<file path="src/rtl/funct_generator_div.sv">
// Sequential signed divider: 2W-bit dividend / W-bit divisor, radix-2 restoring on magnitudes,
// one quotient bit per clock followed by a sign-fix cycle.
module funct_generator_div #(
  parameter int unsigned DATA_WIDTH = 16
) (
  input  logic                           clk,
  input  logic                           rst,
  input  logic                           enh,
  input  logic signed [2*DATA_WIDTH-1:0] data_i,
  input  logic signed [DATA_WIDTH-1:0]   b_i,
  output logic signed [2*DATA_WIDTH-1:0] quot_o,
  output logic signed [DATA_WIDTH-1:0]   rem_o,
  output logic                           busy_o,
  output logic                           done_o,
  output logic                           div_zero_o
);

  localparam int unsigned W  = DATA_WIDTH;
  localparam int unsigned DW = 2 * DATA_WIDTH;
  localparam int unsigned CW = $clog2(DW + 1);

  typedef enum logic [1:0] {StIdle, StCalc, StFix} state_e;

  state_e          r_state, w_state_nxt;
  logic [DW-1:0]   r_dvd, w_dvd_nxt;   // dividend magnitude, becomes quotient magnitude
  logic [W-1:0]    r_dvs, w_dvs_nxt;
  logic [W:0]      r_prem, w_prem_nxt;
  logic [CW-1:0]   r_cnt, w_cnt_nxt;
  logic            r_neg_a, w_neg_a_nxt;
  logic            r_neg_b, w_neg_b_nxt;
  logic            r_dz, w_dz_nxt;
  logic [DW-1:0]   r_quot, w_quot_nxt;
  logic [W-1:0]    r_rem, w_rem_nxt;
  logic            r_done, w_done_nxt;
  logic            r_dz_out, w_dz_out_nxt;

  logic [DW-1:0]   w_abs_a;
  logic [W-1:0]    w_abs_b;
  logic [W:0]      w_shift;
  logic [W:0]      w_sub;
  logic            w_ge;

  // Unary minus wraps -2^(N-1) onto itself, which is the correct unsigned magnitude.
  assign w_abs_a = data_i[DW-1] ? $unsigned(-data_i) : $unsigned(data_i);
  assign w_abs_b = b_i[W-1] ? $unsigned(-b_i) : $unsigned(b_i);

  assign w_shift = {r_prem[W-1:0], r_dvd[DW-1]};
  assign w_ge    = (w_shift >= {1'b0, r_dvs});
  assign w_sub   = w_shift - {1'b0, r_dvs};

  always_comb begin
    w_state_nxt  = r_state;
    w_dvd_nxt    = r_dvd;
    w_dvs_nxt    = r_dvs;
    w_prem_nxt   = r_prem;
    w_cnt_nxt    = r_cnt;
    w_neg_a_nxt  = r_neg_a;
    w_neg_b_nxt  = r_neg_b;
    w_dz_nxt     = r_dz;
    w_quot_nxt   = r_quot;
    w_rem_nxt    = r_rem;
    w_done_nxt   = 1'b0;
    w_dz_out_nxt = r_dz_out;

    unique case (r_state)
      StIdle: begin
        if (enh) begin
          w_dvd_nxt   = w_abs_a;
          w_dvs_nxt   = w_abs_b;
          w_neg_a_nxt = data_i[DW-1];
          w_neg_b_nxt = b_i[W-1];
          w_dz_nxt    = (b_i == '0);
          w_prem_nxt  = '0;
          w_cnt_nxt   = CW'(DW);
          w_state_nxt = (b_i == '0) ? StFix : StCalc;
        end
      end
      StCalc: begin
        if (w_ge) begin
          w_prem_nxt = w_sub;
          w_dvd_nxt  = {r_dvd[DW-2:0], 1'b1};
        end else begin
          w_prem_nxt = w_shift;
          w_dvd_nxt  = {r_dvd[DW-2:0], 1'b0};
        end
        w_cnt_nxt = r_cnt - CW'(1);
        if (r_cnt == CW'(1)) begin
          w_state_nxt = StFix;
        end
      end
      StFix: begin
        if (r_dz) begin
          w_quot_nxt   = '0;
          w_rem_nxt    = '0;
          w_dz_out_nxt = 1'b1;
        end else begin
          w_quot_nxt   = (r_neg_a ^ r_neg_b) ? -r_dvd : r_dvd;
          w_rem_nxt    = r_neg_a ? -r_prem[W-1:0] : r_prem[W-1:0];
          w_dz_out_nxt = 1'b0;
        end
        w_done_nxt  = 1'b1;
        w_state_nxt = StIdle;
      end
      default: w_state_nxt = StIdle;
    endcase
  end

  always_ff @(posedge clk or posedge rst) begin
    if (rst) begin
      r_state  <= StIdle;
      r_dvd    <= '0;
      r_dvs    <= '0;
      r_prem   <= '0;
      r_cnt    <= '0;
      r_neg_a  <= 1'b0;
      r_neg_b  <= 1'b0;
      r_dz     <= 1'b0;
      r_quot   <= '0;
      r_rem    <= '0;
      r_done   <= 1'b0;
      r_dz_out <= 1'b0;
    end else begin
      r_state  <= w_state_nxt;
      r_dvd    <= w_dvd_nxt;
      r_dvs    <= w_dvs_nxt;
      r_prem   <= w_prem_nxt;
      r_cnt    <= w_cnt_nxt;
      r_neg_a  <= w_neg_a_nxt;
      r_neg_b  <= w_neg_b_nxt;
      r_dz     <= w_dz_nxt;
      r_quot   <= w_quot_nxt;
      r_rem    <= w_rem_nxt;
      r_done   <= w_done_nxt;
      r_dz_out <= w_dz_out_nxt;
    end
  end

  assign quot_o     = $signed(r_quot);
  assign rem_o      = $signed(r_rem);
  assign busy_o     = (r_state != StIdle);
  assign done_o     = r_done;
  assign div_zero_o = r_dz_out;

endmodule

</file>
<file path="config.mk">
export PLATFORM = sky130hd
export DESIGN_NAME = funct_generator_div
export DESIGN_NICKNAME = d
export VERILOG_FILES = /design/src/rtl/funct_generator_div.sv
export SDC_FILE = /design/constraint.sdc
export NUM_CORES = 1
export LEC_CHECK = 0
export ABC_CLOCK_PERIOD_IN_PS = 5740
export CAP_MARGIN = 20
export CORE_AREA = 2 2 153 215
export DETAILED_ROUTE_END_ITERATION = 16
export DIE_AREA = 0 0 155 217
export GPL_TIMING_DRIVEN = 1
export PLACE_DENSITY = 0.45
export SLEW_MARGIN = 20
export SYNTH_ARGS = -nofsm -noshare
export SYNTH_HDL_FRONTEND = slang
export SYNTH_SLANG_ARGS = --single-unit
</file>
<file path="constraint.sdc">
create_clock -name clk -period 5.74 [get_ports clk]
set_input_delay 0.574 -clock clk [delete_from_list [all_inputs] [get_ports clk]]
set_output_delay 0.574 -clock clk [all_outputs]
set_load 0.05 [all_outputs]
</file>
# Yosys cells after proc, flatten, opt, wreduce, memory -nomap -nowiden
# Cells that the tools add are included.
# W data, S select, Z words.
[totals]
regBits = 125
inputBits = 51
out_inout_bits = 51
wordCells = 52
[classes]
n_addsub = 6
magnitude_cmp = 1
n_eq_ne = 5
n_mux = 20
bitwise = 1
n_reduce_logical = 7
[op_table]
columns = ["cell", "n"]
rows = [
  ["$mux W32", 4],
  ["$mux W16", 5],
  ["$neg A32 Y32", 2],
  ["$pmux W32 S2", 1],
  ["$neg A16 Y16", 2],
  ["$pmux W16 S2", 1],
  ["$ge A17 B16 Y1", 1],
  ["$logic_not A16 Y1", 1],
  ["$sub A16 B16 Y16", 1],
  ["$pmux W6 S2", 1],
  ["$eq A6 B1 Y1 const B", 1],
  ["$mux W2", 3],
  ["$mux W6", 1],
  ["$reduce_and A2 Y1", 3],
  ["$sub A6 B1 Y6 const B", 1],
  ["$ne A2 B2 Y1 const B", 2],
  ["$pmux W2 S2", 1],
  ["$reduce_bool A2 Y1", 2],
  ["$mux W1", 3],
  ["$eq A2 B1 Y1 const B", 1],
  ["$eq A2 B2 Y1 const B", 1],
  ["$logic_not A2 Y1", 1],
  ["$xor A1 B1 Y1", 1],
]

# Longest topological paths before layout
[logic_depth]
depth_word = 4
depth_mapped = 10
depth_no_buf = 10

# Least setup slack after synthesis
# OpenSTA, ideal clock, no wires.
[synth_timing]
path_kind = "reg-to-reg"
from = "register r_prem[9]"
to = "register r_prem[3]"
setup_time_ns = 0.116
arrival_time_ns = 2.309
required_ns = 5.624
slack_ns = 3.315
stages_incl_launch_ff = 10
n_path_buf = 2
period_less_slack_ns = 2.425
cell_sequence = "dfrtp_1 ha_1 clkbuf_1 a21oi_1 o21a_1 o21ai_0 a211oi_1 clkbuf_1 nand4_1 o311ai_0"
[synth_between]
elab_chain_cells = 3
[synth_lines]
columns = ["element", "line", "rtl"]
rows = [
  ["start: declaration", "27", "logic [W:0] r_prem, w_prem_nxt;"],
  ["start signal: assignment", "126", "r_prem <= w_prem_nxt;"],
  ["$ge A17 B16 Y1", "48", "assign w_ge = (w_shift >= {1'b0, r_dvs});"],
  ["$mux W16", "79", "if (w_ge) begin"],
  ["$pmux W16 S2", "65", "unique case (r_state)"],
]
# No other way between the ends.
# A chain may end at the register's enable or synchronous reset.

# Final worst setup path
[layout_timing]
from = "register r_prem[7]"
to = "register r_prem[9]"
[layout_between]
elab_chain_cells = 3
word_cells_on_any_way = 4
cone_classes = "add/sub: 1; order compare: 1; mux: 2"
[layout_lines]
columns = ["element", "line"]
rows = [
  ["$sub A16 B16 Y16 / $ge A17 B16 Y1 (equally long branches)", "49, 48"],
  ["$mux W16 (*)", "79"],
  ["$pmux W16 S2 (*)", "65"],
]
# Mark *: on every way between the ends. The rest lies on a longest branch, timed or not.

==> flow_metrics.py <==
metrics = {
    "placement": {
        "portBuffers": 101,
        "globalplace.congestion": 0.809,
        "dpl.cell_count": 1353,
        "dp_hpwl_mm": 17.7,
    },
    "power": {
        "pwr-share-clk_pct": 18.1,
        "p_int_mw": 3.40,
        "p_leak_nw": 4.01,
        "p_seq_share_pct": 27.4,
        "power_density_nw_per_um2": 647,
        "combPwrFrac_pct": 54.6,
        "net-switching-power_mw": 3.01,
        "ir_worst_vdd_v": 0.000209,
        "p_sw_share_pct": 46.9,
        "totalPowerFinal_mw": 6.42,
    },
    "synthesis": {
        "syn_avg_cell_area_um2": 8.75,
        "synthCells": 898,
        "ys_types": 68,
        "synth_compound_area_share_pct": 23.4,
        "synth_top_cell_by_area": "dfrtp_1",
        "synth_seq_cells": 125,
        "yosysMostFrequentCell": "nand2_1",
        "synthMuxAreaShare_pct": 0.796,
        "synth_top_area_share_pct": 39.8,
        "syn-num-nets": 972,
        "synth_area_leaders": "dfrtp_1 (40%), xor2_1 (6.2%), nand2_1 (6.2%)",
        "synth-adder-area-share_pct": 3.76,
        "synth_xor_area_share_pct": 10.9,
        "synthSimpleGateAreaFrac_pct": 16.5,
        "synthesis.area_um2": 7860,
        "synth_top_family_by_area": "compound AO/OA/AOI/OAI gates",
        "synth_edf_count": 0,
        "ys.flop_type": "dfrtp_1",
        "synthArstFlopShare_pct": 100,
        "yosysWarnings": 0,
        "ys_seq_area_share_pct": 39.8,
        "yosys-top-cells-count": "nand2_1 (129), dfrtp_1 (125), o21ai_0 (87)",
    },
    "floorplanning": {
        "die_y_um": 217,
        "ios": 102,
        "die_w_um": 155,
        "coreArea_um2": 31900,
        "rows": 78,
        "initial_core_util_pct": 24.6,
        "dieArea_um2": 33600,
    },
    "finish": {
        "fill_cells": 3351,
        "stdcell_count": 1386,
        "n_antenna_cell": 0,
        "seqCellArea_um2": 3130,
        "multi_input_area_um2": 4390,
        "drive_gt1_share_pct": 7.40,
        "area_growth_pct": 26.3,
        "nets": 1047,
    },
    "min_path": {
        "hold_class": "reg -> reg",
    },
    "detailed_routing": {
        "drt_first_pass_iters": 4,
        "wirelength_mm": 24.4,
        "vias": 6909,
        "vias_per_cell": 4.98,
        "wl_per_cell_um": 17.6,
        "drt_iter0_drc": 356,
        "ant_nets": 0,
        "drc_errors": 0,
    },
    "worst_setup_path": {
        "critPathMaxFanout": 12,
        "critPathKind": "reg -> reg",
        "startpoint_type": "flip-flop",
        "cp-end-kind": "flip-flop",
        "arrival_ns": 3.28,
        "critPathRequiredTime_ns": 6.00,
    },
    "clock_network": {
        "cts_setup_buffers": 0,
        "clk_path_buf_depth": 2,
        "cts_made_buffers": 17,
        "cts_resized": 0,
        "clk_pin_slew_worst_paths_ns": 0.06,
        "clk_latency_ns": 0.43,
        "htree_levels": 4,
        "clock-sinks": 125,
        "hold_buffers": 0,
        "cts_tree": "yes",
        "cts_root_buf": "clkbuf_16",
    },
    "global_route": {
        "grt_pass1_vias": 6989,
        "grt_pass1_wl_mm": 39.2,
        "grt.overflow.total": 0,
        "track_usage_pct": 14.9,
        "grt_start_max_net_pins": 76,
        "antenna_found_initial": 0,
    },
    "sta": {
        "slew_headroom_pct": 34.7,
        "setup_tns_ns": 0,
        "finalCritPeriodShare_pct": 52.6,
        "fin_crit_ns": 3.02,
        "grt_setup_unrepaired": "no",
        "finalSetupViolCount": 0,
        "skew_ns": 0.00895,
        "clock.fmax_mhz": 331,
        "tightest_slew_ns": 0.976,
        "final_max_slew_viol_count": 0,
        "hold_viol": 0,
    },
    "job": {
        "max_cap_viol_count": 0,
    },
    "run_status": {
        "status": "completed",
    },
}
[stage by stage]
stage               util [%]  hold slack [ns]  cell area, um2  setup WS [ns]
floorplan                  -            0.438            7860           1.84
global placement        29.0            0.449            9250           2.56
detailed placement      29.0            0.466            9250           2.56
CTS                     31.0            0.471            9880           2.71
global route            31.1            0.494            9920           2.51
finish                  31.1            0.473            9920           2.72
[final timing paths]
check / from / endpoint / slack, ns / depth (start not counted)
max: r_prem[7] / r_prem[9] / 2.72 / 6
min: r_cnt[4] / r_cnt[4] / 0.47 / 1
max reg2reg: r_prem[7] / r_prem[9] / 2.72 / 6
min reg2reg: r_cnt[4] / r_cnt[4] / 0.47 / 1
max in group asynchronous: rst / quot_o[25] / 4.50 / 3
min in group asynchronous: rst / quot_o[3] / 0.70 / 3
[registers in the layout, summed over array words and instances, names as in the netlist]
signal and count:
div_zero_o 1, done_o 1, quot_o 32, r_cnt 6
r_dvd 32, r_dvs 16, r_dz 1, r_neg_a 1
r_neg_b 1, r_prem 16, r_state 2, rem_o 16
[routing by layer]
metal	part of all wire, %	vias to the layer above	GRT usage (%)	wire length, um
met3	3.1	34	2.09	766
met5	0	-	0	0
met2	53	131	27.0	12900
li1	-	3413	-	-
met4	2.9	0	6.23	699
met1	41	3331	17.5	9970
[cell families after synthesis]
| logic type | Yosys count |
|---|---|
| compound gates | 285 |
| xor+xnor | 98 |
| fa+ha+maj | 23 |
| buf+inv | 95 |
| flops | 125 |
| mux | 6 |
| simple gates | 266 |
[layout by cell type (no fill, tap or decap), drive strengths merged, types with 4 or more instances in the layout]
master	instances
a21o	5
a21oi	44
a22oi	16
a31oi	8
a41oi	6
and3	5
buf	11
bufinv	4
clkbuf	19
clkdlybuf4s50	101
clkinv	5
dfrtp	125
ha	22
inv	41
mux2i	4
nand2	129
nand3	13
nand4	15
nor2	37
nor3	21
nor4	9
o211ai	6
o21ai	96
o22ai	27
o311ai	9
o31ai	35
o41ai	9
or2	4
or3	8
or4	12
xnor2	42
xor2	56
[power groups by stage]
stage               clock (mW)  combinational, mW  sequential [mW]
detailed placement           0               3.53             1.77
floorplan                    0               2.16             2.07
global route              1.23               3.88             1.83
finish                    1.16               3.50             1.76
global placement             0               3.52             1.76
CTS                       1.19               3.54             1.76
[critical path, stage by stage, from the launching register on]
cell and delay [ns]:
dfrtp_1 0.57, ha_1 0.40, a21o_1 0.25, a31o_2 0.25, o311a_1 0.40, nor2_1 0.69, o311ai_0 0.27
[area by class of cell]
cell class | instances | area share [%]
inverters | 39 | 1.50
flip-flops and latches | 125 | 31.5
well taps | 400 | 5.04
clock inverters | 13 | 1.90
multi-input cells | 678 | 44.3
repair buffers | 112 | 11.3
clock buffers | 19 | 4.46
No activity file was read; power rests on OpenSTA's default activity.
